[config.mk]
export PLATFORM = sky130hd
export DESIGN_NAME = pc_sequencer
export DESIGN_NICKNAME = d
export VERILOG_FILES = /design/src/rtl/pc_sequencer.sv
export SDC_FILE = /design/constraint.sdc
export NUM_CORES = 1
export LEC_CHECK = 0
export CAP_MARGIN = 20
export CORE_MARGIN = 2
export CORE_UTILIZATION = 30
export CTS_CLUSTER_DIAMETER = 60
export DETAILED_ROUTE_END_ITERATION = 12
export DONT_BUFFER_PORTS = 1
export GPL_TIMING_DRIVEN = 0
export MAX_ROUTING_LAYER = met4
export PLACE_DENSITY = 0.55
export SLEW_MARGIN = 20
export SYNTH_ARGS = -nofsm -noshare
export SYNTH_HDL_FRONTEND = slang
export SYNTH_SLANG_ARGS = --single-unit
[constraint.sdc]
create_clock -name clk -period 7.5 [get_ports clk]
set_input_delay 1.5 -clock clk [delete_from_list [all_inputs] [get_ports clk]]
set_output_delay 1.5 -clock clk [all_outputs]
set_load 0.01 [all_outputs]
[src/rtl/pc_sequencer.sv]
// pc_sequencer: registered fetch PC with branch/exception redirect,
// link-address capture and post-redirect fetch bubbles.
module pc_sequencer #(
    parameter int                    PC_WIDTH      = 32,
    parameter int                    OFFSET_WIDTH  = 24,
    parameter int                    OFFSET_SHIFT  = 2,
    parameter int                    PC_INCR       = 4,
    parameter logic [PC_WIDTH-1:0]   RESET_VECTOR  = '0,
    parameter int                    BUBBLE_CYCLES = 2
) (
    input  logic                clk,
    input  logic                reset,
    input  logic                stall,
    input  logic                branch,
    input  logic                link,
    input  logic                cond_execute,
    input  logic [31:0]         inst,
    input  logic                breg_valid,
    input  logic [PC_WIDTH-1:0] breg_target,
    input  logic                exc_req,
    input  logic [PC_WIDTH-1:0] exc_vector,
    output logic [PC_WIDTH-1:0] pc_out,
    output logic                fetch_valid,
    output logic                flush,
    output logic                link_valid,
    output logic [PC_WIDTH-1:0] link_addr
);

    typedef enum logic {
        RUN,
        BUBBLE
    } state_t;

    localparam logic [PC_WIDTH-1:0] INCR = PC_WIDTH'(PC_INCR);
    localparam logic [PC_WIDTH-1:0] ALIGN_MASK = ~(INCR - 1'b1);
    localparam logic [3:0] RELOAD = 4'(BUBBLE_CYCLES - 1);

    state_t              state_q, state_d;
    logic [PC_WIDTH-1:0] pc_q, pc_d;
    logic [3:0]          cnt_q, cnt_d;
    logic                flush_q, flush_d;
    logic                lv_q, lv_d;
    logic [PC_WIDTH-1:0] la_q, la_d;

    logic signed [OFFSET_WIDTH-1:0] off_s;
    logic [PC_WIDTH-1:0] off_ext;
    logic [PC_WIDTH-1:0] seq;
    logic [PC_WIDTH-1:0] rel;
    logic [PC_WIDTH-1:0] breg_al;
    logic [PC_WIDTH-1:0] exc_al;
    logic                unused_inst;

    // Upper instruction bits carry no information for sequencing.
    assign unused_inst = ^inst;

    // Candidate next-PC values, all modulo 2^PC_WIDTH.
    assign off_s   = inst[OFFSET_WIDTH-1:0];
    assign off_ext = PC_WIDTH'(off_s);
    assign seq     = pc_q + INCR;
    assign rel     = seq + (off_ext << OFFSET_SHIFT);
    assign breg_al = breg_target & ALIGN_MASK;
    assign exc_al  = exc_vector & ALIGN_MASK;

    // Next-state, next-PC and pulse generation.
    always_comb begin
        state_d = state_q;
        pc_d    = pc_q;
        cnt_d   = cnt_q;
        flush_d = 1'b0;
        lv_d    = 1'b0;
        la_d    = la_q;
        unique case (state_q)
            RUN: begin
                if (exc_req) begin
                    pc_d    = exc_al;
                    state_d = BUBBLE;
                    cnt_d   = RELOAD;
                    flush_d = 1'b1;
                end else if (breg_valid && cond_execute) begin
                    pc_d    = breg_al;
                    state_d = BUBBLE;
                    cnt_d   = RELOAD;
                    flush_d = 1'b1;
                    if (link) begin
                        lv_d = 1'b1;
                        la_d = seq;
                    end
                end else if (branch && cond_execute) begin
                    pc_d    = rel;
                    state_d = BUBBLE;
                    cnt_d   = RELOAD;
                    flush_d = 1'b1;
                    if (link) begin
                        lv_d = 1'b1;
                        la_d = seq;
                    end
                end else if (!stall) begin
                    pc_d = seq;
                end
            end
            BUBBLE: begin
                if (exc_req) begin
                    pc_d    = exc_al;
                    cnt_d   = RELOAD;
                    flush_d = 1'b1;
                end else if (cnt_q == 4'd0) begin
                    state_d = RUN;
                end else begin
                    cnt_d = cnt_q - 4'd1;
                end
            end
        endcase
    end

    // State and output registers with synchronous reset.
    always_ff @(posedge clk) begin
        if (reset) begin
            state_q <= RUN;
            pc_q    <= RESET_VECTOR;
            cnt_q   <= 4'd0;
            flush_q <= 1'b0;
            lv_q    <= 1'b0;
            la_q    <= '0;
        end else begin
            state_q <= state_d;
            pc_q    <= pc_d;
            cnt_q   <= cnt_d;
            flush_q <= flush_d;
            lv_q    <= lv_d;
            la_q    <= la_d;
        end
    end

    assign pc_out      = pc_q;
    assign fetch_valid = (state_q == RUN);
    assign flush       = flush_q;
    assign link_valid  = lv_q;
    assign link_addr   = la_q;

endmodule
==> metrics <==
hold_buf cts=0; crit start category=flip-flop; P per Cell Area=213 nW/µm²; Synth top area share=0.249; # IOs=171; Worst Path Required=7.76 ns; critical path class=reg -> reg; DP Worst Slack=2.98 ns; total CTS buffers=9; Layout fillers=1909; Final TNS setup=0 ns; crit path capture type=flip-flop; post-synthesis async set-or-reset flop share=0; Synth Area in XOR/XNOR=0.0842; RSZ-0062 raised after global routing=false; largest net degree at the start of global routing=14; count leader, synth=nor2_1; placer congestion estimate=1.04; fmax=213 MHz; status=completed; number of DRC markers in iteration 0=499; # rows=49; Die ar.=19100 µm²; Die Width=138 µm; fin crit share=0.625; relative slew slack=0.255; Total Routing Usage GR=0.247; Synth Area in Adders=0.0895; Placed Cells=956; first-pass GRT wire length=34600 µm; Fin. Hold Viols=0; prevailing post-synth register cell=dfxtp_1; Avg Inst Size Synth=7.45 µm²; largest family of logic cells by synthesized area=compound AO/OA/AOI/OAI gates; worst-skew pair later-pin latency=0.35 ns; Synth area leaders=dfxtp_1, ha_1, nor2_1; Unique masters post-synth=65; Overflow after GRT=0; DR pass1 iterations=5; synthesized-area fraction occupied by and/or/nand/nor cells=0.233; Port Buf Inserts=0; CTS Sinks=67; TritonCTS clock tree=yes; area leader, netlist=dfxtp_1; clock transition at the registers of the reported paths=0.06 ns; Post-synth top cells=nor2_1, dfxtp_1, nand2_1, a21oi_1, ha_1; number of synthesized register bits=67; maximum fanout along the worst path=8; DP Area=5690 µm²; DIE HEIGHT=138 µm; drt wl/cell=24.0 µm; clock root cell=clkbuf_16; core box area=17800 µm²; Synth-to-Final Area Change=11.4%; WL final=23300 µm; antenna-violating nets left=0; multiplexer area fraction after synthesis=0.0123; critical path arrival=4.95 ns; Hold Crit Class=reg -> reg; multi-input logic area=3770 µm²; Final #Nets=880; clock skew=0.00619 ns; Layout Cells excl Fill=971; Post-synth EDFFs=0; H-Tree Depth=3; Vias=5618; worst slew pin tran=1.11 ns; vias in the first global route=5353; max_cap viols=0; Setup Fix Bufs, Post-CTS=0; Layout Cell Area excl Fill=6010 µm²; Seq/Total Area, Yosys=0.249; antenna violations before repair=0; max-slew violation count=0; HPWL after DPL=18200 µm; YS warnings=0; clk buf depth=2; via/cell ratio=5.79; cts repair resizes=0; Initial Utilization=0.303; Compound-Gate Fraction of Synth Area=0.277; Leakage Power=2.36 nW; Syn Inst Count=724; DR DRC count=0; layout cell share with drive strength beyond 1=0.0445; Seq. cell area=1340 µm²; Max IR drop VDD=0.107 mV; Final Critical Period=4.68 ns; Final Core Density=0.338; Synth Cell Area=5390 µm²; Ant. Diodes=0; setup ws final=2.82 ns; Final setup viols=0
worst paths after layout:
kind	from	end	slack [ns]	cells after the start
setup reg to reg	pc_out[2]	pc_out[31]	2.82	13
setup / recovery	pc_out[2]	pc_out[31]	2.82	13
hold reg to reg	link_addr[3]	link_addr[3]	0.53	2
hold / removal	link_addr[3]	link_addr[3]	0.53	2
metrics by stage:
step / total power, W / hold WS [ns]
after floorplan: 0.000699 / 0.481
after CTS: 0.00128 / 0.520
after detailed placement: 0.000807 / 0.513
final: 0.00128 / 0.527
after global routing: 0.00134 / 0.567
after global placement: 0.000808 / 0.506
flip-flops by register name, summed over array words and instances (netlist names):
| name | flops |
|---|---|
| pc_out | 30 |
| state_q | 1 |
| link_valid | 1 |
| cnt_q | 4 |
| link_addr | 30 |
| flush | 1 |
critical path: stages, from the launching register on:
cell and delay (ns):
dfxtp_1 0.56, ha_1 0.36, nand3_1 0.17, nor4_4 0.47, nand3_1 0.16, xnor2_1 0.51, ha_1 0.33, nand2_1 0.07
or3_1 0.35, o211ai_1 0.45, a21oi_1 0.21, nor3_1 0.39, mux2_1 0.39, o32ai_2 0.19
per-layer routing:
layer / global-route usage / vias up / wire length (µm)
met2: 0.375 / 275 / 10300
li1: - / 2676 / -
met1: 0.302 / 2623 / 9750
met5: - / - / 0
met3: 0.0914 / 44 / 2620
met4: 0.0827 / 0 / 626
where the power goes:
group | switching, W | internal (W)
Combinational | 0.000233 | 0.000139
Clock | 0.000174 | 0.000297
Sequential | 0.0000559 | 0.000382
Total | 0.000462 | 0.000818
cell families (layout without fill, tap and decap cells):
group,after synthesis,count (layout)
AND/OR/NAND/NOR,264,264
AO/OA/AOI/OAI,223,223
XOR/XNOR,51,51
buffers and inverters,74,89
adder cells (fa/ha/maj),38,38
multiplexers,6,6
flip-flops,67,67
other,1,4
placed cells by master, fill, tap and decap left out, types with 6 or more instances in the layout:
cell / n
inv_1: 29
o21ai_1: 14
xnor2_1: 33
and2_1: 6
o22ai_1: 7
clkbuf_1: 36
nor2_1: 102
a221oi_1: 8
o211ai_1: 15
xor2_1: 17
a211oi_1: 30
nand3_1: 23
clkbuf_16: 9
o21ai_0: 24
dfxtp_1: 67
a22oi_1: 7
a21o_1: 18
nand4_1: 10
nand2_1: 57
nor3_1: 35
a21oi_1: 56
ha_1: 37
layout make-up:
cell class                 instances  area share
multi-input combinational        586       0.627
sequential                        67       0.223
tap                              229      0.0477
clock buffer                      10      0.0398
buffer                            44      0.0304
inverter                          30      0.0187
clock inverter                     5      0.0129
Power figures use the tool's default switching activity.
